`src/rtl/ram8_arbitro.sv`:
```
// ram8_arbitro: two-port arbiter/controller sharing one RAM8 (8 x 16 bit)
// between requesters A and B. One access is granted at a time. The default
// policy is round-robin on ties.
//
// Build option: define ARB_PRIORIDADE_FIXA_EN for fixed priority. With it,
// A always wins a tie and no "last served" register exists. B can starve
// while A requests back-to-back.
//
// Ports:
//   clk, reset_n              clock; asynchronous active-low reset
//   req_<p>, we_<p>           request (held until ack), 1 = write / 0 = read
//   end_<p>, dado_<p>         address and write data of requester <p>
//   ack_<p>                   one-cycle pulse when the access of <p> completes
//   saida_<p>                 read data of <p>, valid while ack_<p> = 1
//   ram_endereco              RAM8 address (holds last latched value)
//   ram_dados_entrada         RAM8 write data (holds last latched value)
//   ram_enable                RAM8 write strobe, high only in ACESSO for writes
//   ram_dados_saida           RAM8 combinational read data of ram_endereco
//
// Access sequence: OCIOSO (grant + latch) -> ACESSO (RAM cycle) ->
// RESPOSTA (ack). This gives at most one access every three cycles.
module ram8_arbitro #(
    parameter int DATA_W = 16,
    parameter int ADDR_W = 3
) (
    input  logic              clk,
    input  logic              reset_n,
    input  logic              req_a,
    input  logic              we_a,
    input  logic [ADDR_W-1:0] end_a,
    input  logic [DATA_W-1:0] dado_a,
    output logic              ack_a,
    output logic [DATA_W-1:0] saida_a,
    input  logic              req_b,
    input  logic              we_b,
    input  logic [ADDR_W-1:0] end_b,
    input  logic [DATA_W-1:0] dado_b,
    output logic              ack_b,
    output logic [DATA_W-1:0] saida_b,
    output logic [ADDR_W-1:0] ram_endereco,
    output logic [DATA_W-1:0] ram_dados_entrada,
    output logic              ram_enable,
    input  logic [DATA_W-1:0] ram_dados_saida
);

    typedef enum logic [1:0] {
        OCIOSO,
        ACESSO,
        RESPOSTA
    } estado_t;

    estado_t estado;
    logic    we_reg;     // latched write flag of the granted access
    logic    sel;        // granted requester: 0 = A, 1 = B
    logic    ganha_b;    // B wins the grant at this OCIOSO sample

`ifdef ARB_PRIORIDADE_FIXA_EN
    always_comb ganha_b = req_b & ~req_a;
`else
    logic    ultimo;     // last served requester: 0 = A, 1 = B

    // On a tie, the requester that was not served last wins.
    always_comb ganha_b = req_b & (~req_a | ~ultimo);
`endif

    always_ff @(posedge clk or negedge reset_n) begin
        if (!reset_n) begin
            estado            <= OCIOSO;
            we_reg            <= 1'b0;
            sel               <= 1'b0;
            ack_a             <= 1'b0;
            ack_b             <= 1'b0;
            saida_a           <= '0;
            saida_b           <= '0;
            ram_endereco      <= '0;
            ram_dados_entrada <= '0;
            ram_enable        <= 1'b0;
`ifndef ARB_PRIORIDADE_FIXA_EN
            ultimo            <= 1'b1;   // A wins the first tie
`endif
        end else begin
            case (estado)
                OCIOSO: begin
                    ack_a <= 1'b0;
                    ack_b <= 1'b0;
                    if (req_a || req_b) begin
                        sel <= ganha_b;
                        if (ganha_b) begin
                            we_reg            <= we_b;
                            ram_endereco      <= end_b;
                            ram_dados_entrada <= dado_b;
                            ram_enable        <= we_b;
                        end else begin
                            we_reg            <= we_a;
                            ram_endereco      <= end_a;
                            ram_dados_entrada <= dado_a;
                            ram_enable        <= we_a;
                        end
                        estado <= ACESSO;
                    end
                end
                ACESSO: begin
                    // Read data is sampled on the edge that closes the RAM cycle.
                    if (!we_reg) begin
                        if (sel) saida_b <= ram_dados_saida;
                        else     saida_a <= ram_dados_saida;
                    end
`ifndef ARB_PRIORIDADE_FIXA_EN
                    ultimo     <= sel;
`endif
                    ram_enable <= 1'b0;
                    ack_a      <= ~sel;
                    ack_b      <= sel;
                    estado     <= RESPOSTA;
                end
                RESPOSTA: begin
                    ack_a  <= 1'b0;
                    ack_b  <= 1'b0;
                    estado <= OCIOSO;
                end
                default: begin
                    ack_a      <= 1'b0;
                    ack_b      <= 1'b0;
                    ram_enable <= 1'b0;
                    estado     <= OCIOSO;
                end
            endcase
        end
    end

endmodule

```
`config.mk`:
```
export PLATFORM = sky130hd
export DESIGN_NAME = ram8_arbitro
export DESIGN_NICKNAME = d
export VERILOG_FILES = /design/src/rtl/ram8_arbitro.sv
export SDC_FILE = /design/constraint.sdc
export NUM_CORES = 1
export LEC_CHECK = 0
export CORE_MARGIN = 3
export CORE_UTILIZATION = 44
export DETAILED_ROUTE_END_ITERATION = 7
export HOLD_SLACK_MARGIN = 0.1
export PLACE_DENSITY = 0.85
export RECOVER_POWER = 25
export SETUP_SLACK_MARGIN = 0.5
export SYNTH_ARGS = -nofsm -noshare
export SYNTH_HDL_FRONTEND = slang
export SYNTH_SLANG_ARGS = --single-unit
export TNS_END_PERCENT = 10
```
`constraint.sdc`:
```
create_clock -name clk -period 3.2 [get_ports clk]
set_clock_uncertainty 0.15 [all_clocks]
set_input_delay 0.96 -clock clk [delete_from_list [all_inputs] [get_ports clk]]
set_output_delay 0.96 -clock clk [all_outputs]
set_load 0.01 [all_outputs]
```
Word level (Yosys, flattened, before mapping)
Cells that the tools add are included.
{"block": "word_totals", "regBits": 59, "in_bits": 60, "wordCells": 36}
{"block": "classes", "eq_ne": 3, "muxes": 9, "bitwise": 7, "n_reduce_logical": 6}
{"operator": "$mux W16", "count": 1}
{"operator": "$reduce_and A3 Y1", "count": 2}
{"operator": "$not A1 Y1", "count": 5}
{"operator": "$mux W1", "count": 4}
{"operator": "$pmux W2 S2", "count": 1}
{"operator": "$reduce_and A2 Y1", "count": 2}
{"operator": "$mux W3", "count": 1}
{"operator": "$eq A2 B1 Y1 const B", "count": 1}
{"operator": "$eq A2 B2 Y1 const B", "count": 1}
{"operator": "$logic_not A2 Y1", "count": 1}
{"operator": "$mux W2", "count": 1}
{"operator": "$ne A2 B2 Y1 const B", "count": 1}
{"operator": "$pmux W1 S2", "count": 1}
{"operator": "$and A1 B1 Y1", "count": 1}
{"operator": "$logic_or A1 B1 Y1", "count": 1}
{"operator": "$or A1 B1 Y1", "count": 1}

Longest topological paths before layout
{"block": "depth", "word_depth": 6, "ltp_mapped": 4, "mapped_depth_nobuf": 3}

Worst setup path before layout
No wires, ideal clock.
{"block": "synth_timing", "kind": "input -> register", "start": "input port req_b", "end": "register ram_dados_entrada[10]", "arrival_time_ns": 1.934, "path_slack_ns": 0.991, "path_stages": 4, "path_buffers": 1, "path_cell_list": "a21bo_2 > buf_2 > mux2_2 > mux2_2"}
{"block": "synth_between", "elab_chain_len": 2, "elab_cells_between_ends": 4}
{"item": "from (decl)", "line_no": "34", "source": "input logic req_b,"}
{"item": "$and A1 B1 Y1 or $logic_or A1 B1 Y1 (tied branches)", "line_no": "63, 86"}
{"item": "$mux W16 or $reduce_and A2 Y1 (tied branches)"}
{"item": "to (signal assigned)", "line_no": "91", "source": "ram_dados_entrada <= dado_b;"}
{"item": "to (signal assigned)", "line_no": "96", "source": "ram_dados_entrada <= dado_a;"}
{"item": "to (decl)", "line_no": "41", "source": "output logic [DATA_W-1:0] ram_dados_entrada,"}
Parallel ways exist; a longest one is shown, timed or not.
A chain may end at the register's enable or synchronous reset.

Worst setup path in the final report
{"block": "layout_timing", "start": "input port req_b", "end": "register ram_dados_entrada[0]"}
The elaborated chain is that of the path after synthesis.

==> key figures <==
Drt
  • Via count: 1,693
  • Post-DR vias/cell: 4.823
  • Final WL: 5448 um
  • Remaining DRCs: 0
  • Starting DRC count in detailed routing: 49
  • DR pass1 iterations: 3
  • Avg WL per Cell: 15.52 um
  • Remaining antenna violation count: 0

Power and ir drop
  • Switching Fraction: 0.2980
  • Internal power: 2.503 mW
  • Switching power: 1.063 mW
  • VDD IR-drop max: 0.4990 mV
  • Clock Power Share: 0.168
  • Sequential share of power: 0.377
  • Comb pwr share: 0.454
  • Pwr dens: 930.9 mW/mm^2
  • Leakage dissipation: 1.601 nW

Global route
  • All-Layer GR Usage: 0.1833
  • Number of global-route vias before repair: 1,836
  • Global-route wire length before repair: 8907 um
  • Largest net degree at the start of global routing: 34
  • Grt ovf: 0
  • Initial antenna violation count: 0

Clocking
  • Max Buffers Root-to-Sink: 2
  • Hold buffers post-CTS: 0
  • Clock-pin slew on the worst setup and hold paths: 0.06 ns
  • Worst skew pair latency: 0.32 ns
  • Clock Sink Count: 59
  • Root Buffer: clkbuf_8
  • PostCTS Resize Cnt: 0
  • CTS tree: done
  • CTS H-tree lvls: 3
  • Post-CTS setup buffers: 0
  • CTS Buf Count: 9

Final layout
  • Most common cell after layout, fill and taps aside: clkdlybuf4s50_1
  • Antenna Cells: 0
  • Most frequent cells in the layout: clkdlybuf4s50_1 (112), mux2_2 (58), dfrtp_1 (58), mux2_1 (12), clkbuf_8 (12)
  • Layout Cells excl Fill: 351
  • Ratio of cells with drive above 1 in the final layout: 0.2847
  • Area growth from synthesis to layout: 56.65%
  • Final Net Count: 337
  • Biggest regs: ram_dados_entrada (16), saida_a (16), saida_b (16)

Critical path
  • Cell mode on critical path: mux2_2
  • Crit end category: register
  • CP Data Required Time: 3.25 ns
  • Worst-case reg-to-reg path depth: 3
  • Setup CP Type: in -> reg
  • Crit-path max FO: 21
  • Cell Chain, Critical Path: clkdlybuf4s50_1 > a21bo_2 > mux2_2 > mux2_2
  • Crit-path slowest cell: a21bo_2
  • Startpoint Class: input pin
  • Crit path DAT: 2.59 ns
  • CP Depth: 4
  • Worst path buffer plus inverter count: 1
  • Crit path largest cell delay: 0.53 ns
  • CP delay by family, top: multiplexers

Floorplan
  • Die width: 80.54 um
  • Die H: 80.54 um
  • Initial Utilization: 0.4668
  • Full die area: 0.006487 mm^2
  • IO Count: 114
  • Core area: 0.005238 mm^2
  • Count of standard-cell rows: 26

Logic synthesis
  • Top-area cell type share of the netlist area: 0.5937
  • Mean Syn Cell Area: 15.77 um^2
  • FFs w/ async S/R, synth: 1.000
  • Unique cell type count in the Yosys netlist: 21
  • Mapped Nets: 215
  • Number of synthesized flops with an enable pin: 0
  • Post-synthesis sequential area ratio: 0.6044
  • Mapped Area: 0.002445 mm^2
  • Ys flop type: dfrtp_1
  • Area contributors post-synth: dfrtp_1 (59%), mux2_2 (27%), mux2_1 (5.5%)
  • Synth area leader: dfrtp_1
  • YS warnings: 0
  • Syn Inst Count: 155
  • Synthesis-stage register bit count: 59

Placement
  • Dpl hpwl: 4083 um
  • Placed Cells: 336
  • Number of I/O port buffers: 113
  • GP Congestion: 0.7035

STA
  • Period utilization: 0.7917
  • Tmin final: 2.534 ns
  • Fin. max-slew vios: 0
  • Setup violators final: 0
  • Fin. Hold Viols: 0
  • Setup TNS: 0 ns
  • RSZ-0062 raised after global routing: no
  • Worst-Margin Slew: 1.235 ns
  • Worst slew margin: 0.1767
  • Fmax: 0.3947 GHz

Run
  • MaxCap Viol Count: 0

Status
  • Outcome: finished, final reports clean

Worst hold path
  • Hold Path Class: in -> async
[cells by family (layout without fill, tap and decap cells)]
kind of cell / after synthesis / count (layout) / share of synthesized area
flip-flops: 59 / 59 / 0.6044
AO/OA/AOI/OAI: 4 / 4 / 0.01331
buffers and inverters: 10 / 136 / 0.02201
AND/OR/NAND/NOR: 10 / 10 / 0.02969
multiplexers: 72 / 72 / 0.3306
[synth_stat cells, types with 2 or more instances]
library cell,instances
dfrtp_1,58
mux2_2,58
mux2_1,12
buf_2,4
inv_1,4
mux2i_1,2
nand2_1,2
nor2_1,2
[layer usage]
layer | up-vias | global-route usage | part of all wire | wire length [um]
met3 | 7 | 0.05045 | 0.083 | 451
met1 | 820 | 0.2329 | 0.41 | 2222
li1 | 796 | - | - | -
met5 | - | 0 | 0 | 0
met4 | 0 | 0.07095 | 0.014 | 76
met2 | 70 | 0.2972 | 0.50 | 2697
[power groups by stage]
stage               Clock, mW  Sequential (mW)  Combinational [mW]
finish                  0.601             1.35                1.62
global route            0.659             1.40                1.74
CTS                     0.624             1.35                1.65
detailed placement          0             1.36                1.65
global placement            0             1.34                1.61
floorplan                   0             1.50               0.578
[final timing paths]
kind / startpoint / end / slack, ns
max: req_b / ram_dados_entrada[0] / 0.67
min: reset_n / saida_a[5] / 0.31
max reg2reg: estado[1] / saida_a[3] / 1.15
min reg2reg: ultimo / ultimo / 0.32
max in group asynchronous: reset_n / saida_b[1] / 1.17
min in group clk: ultimo / ultimo / 0.32
[final cells by class]
cell class / instances / area [um^2]
multi-input combinational: 86 / 919.6
timing repair buffer: 117 / 1151
inverter: 4 / 15.01
clock buffer: 13 / 168.9
tap: 70 / 87.58
sequential: 59 / 1478
fill: 385 / 1408
clock inverter: 2 / 10.01
[stage by stage]
stage	setup slack (ns)	total power, mW	utilization	cell area, um^2	hold WS (ns)
CTS	0.6532	3.628	0.7322	3835	0.2691
floorplan	0.9910	2.078	-	2445	0.2894
finish	0.6664	3.565	0.7312	3830	0.3141
global route	0.5843	3.798	0.7312	3830	0.3117
detailed placement	0.3023	3.006	0.6980	3656	0.3139
global placement	0.3589	2.950	0.6980	3656	0.3089
Power figures use the tool's default switching activity.
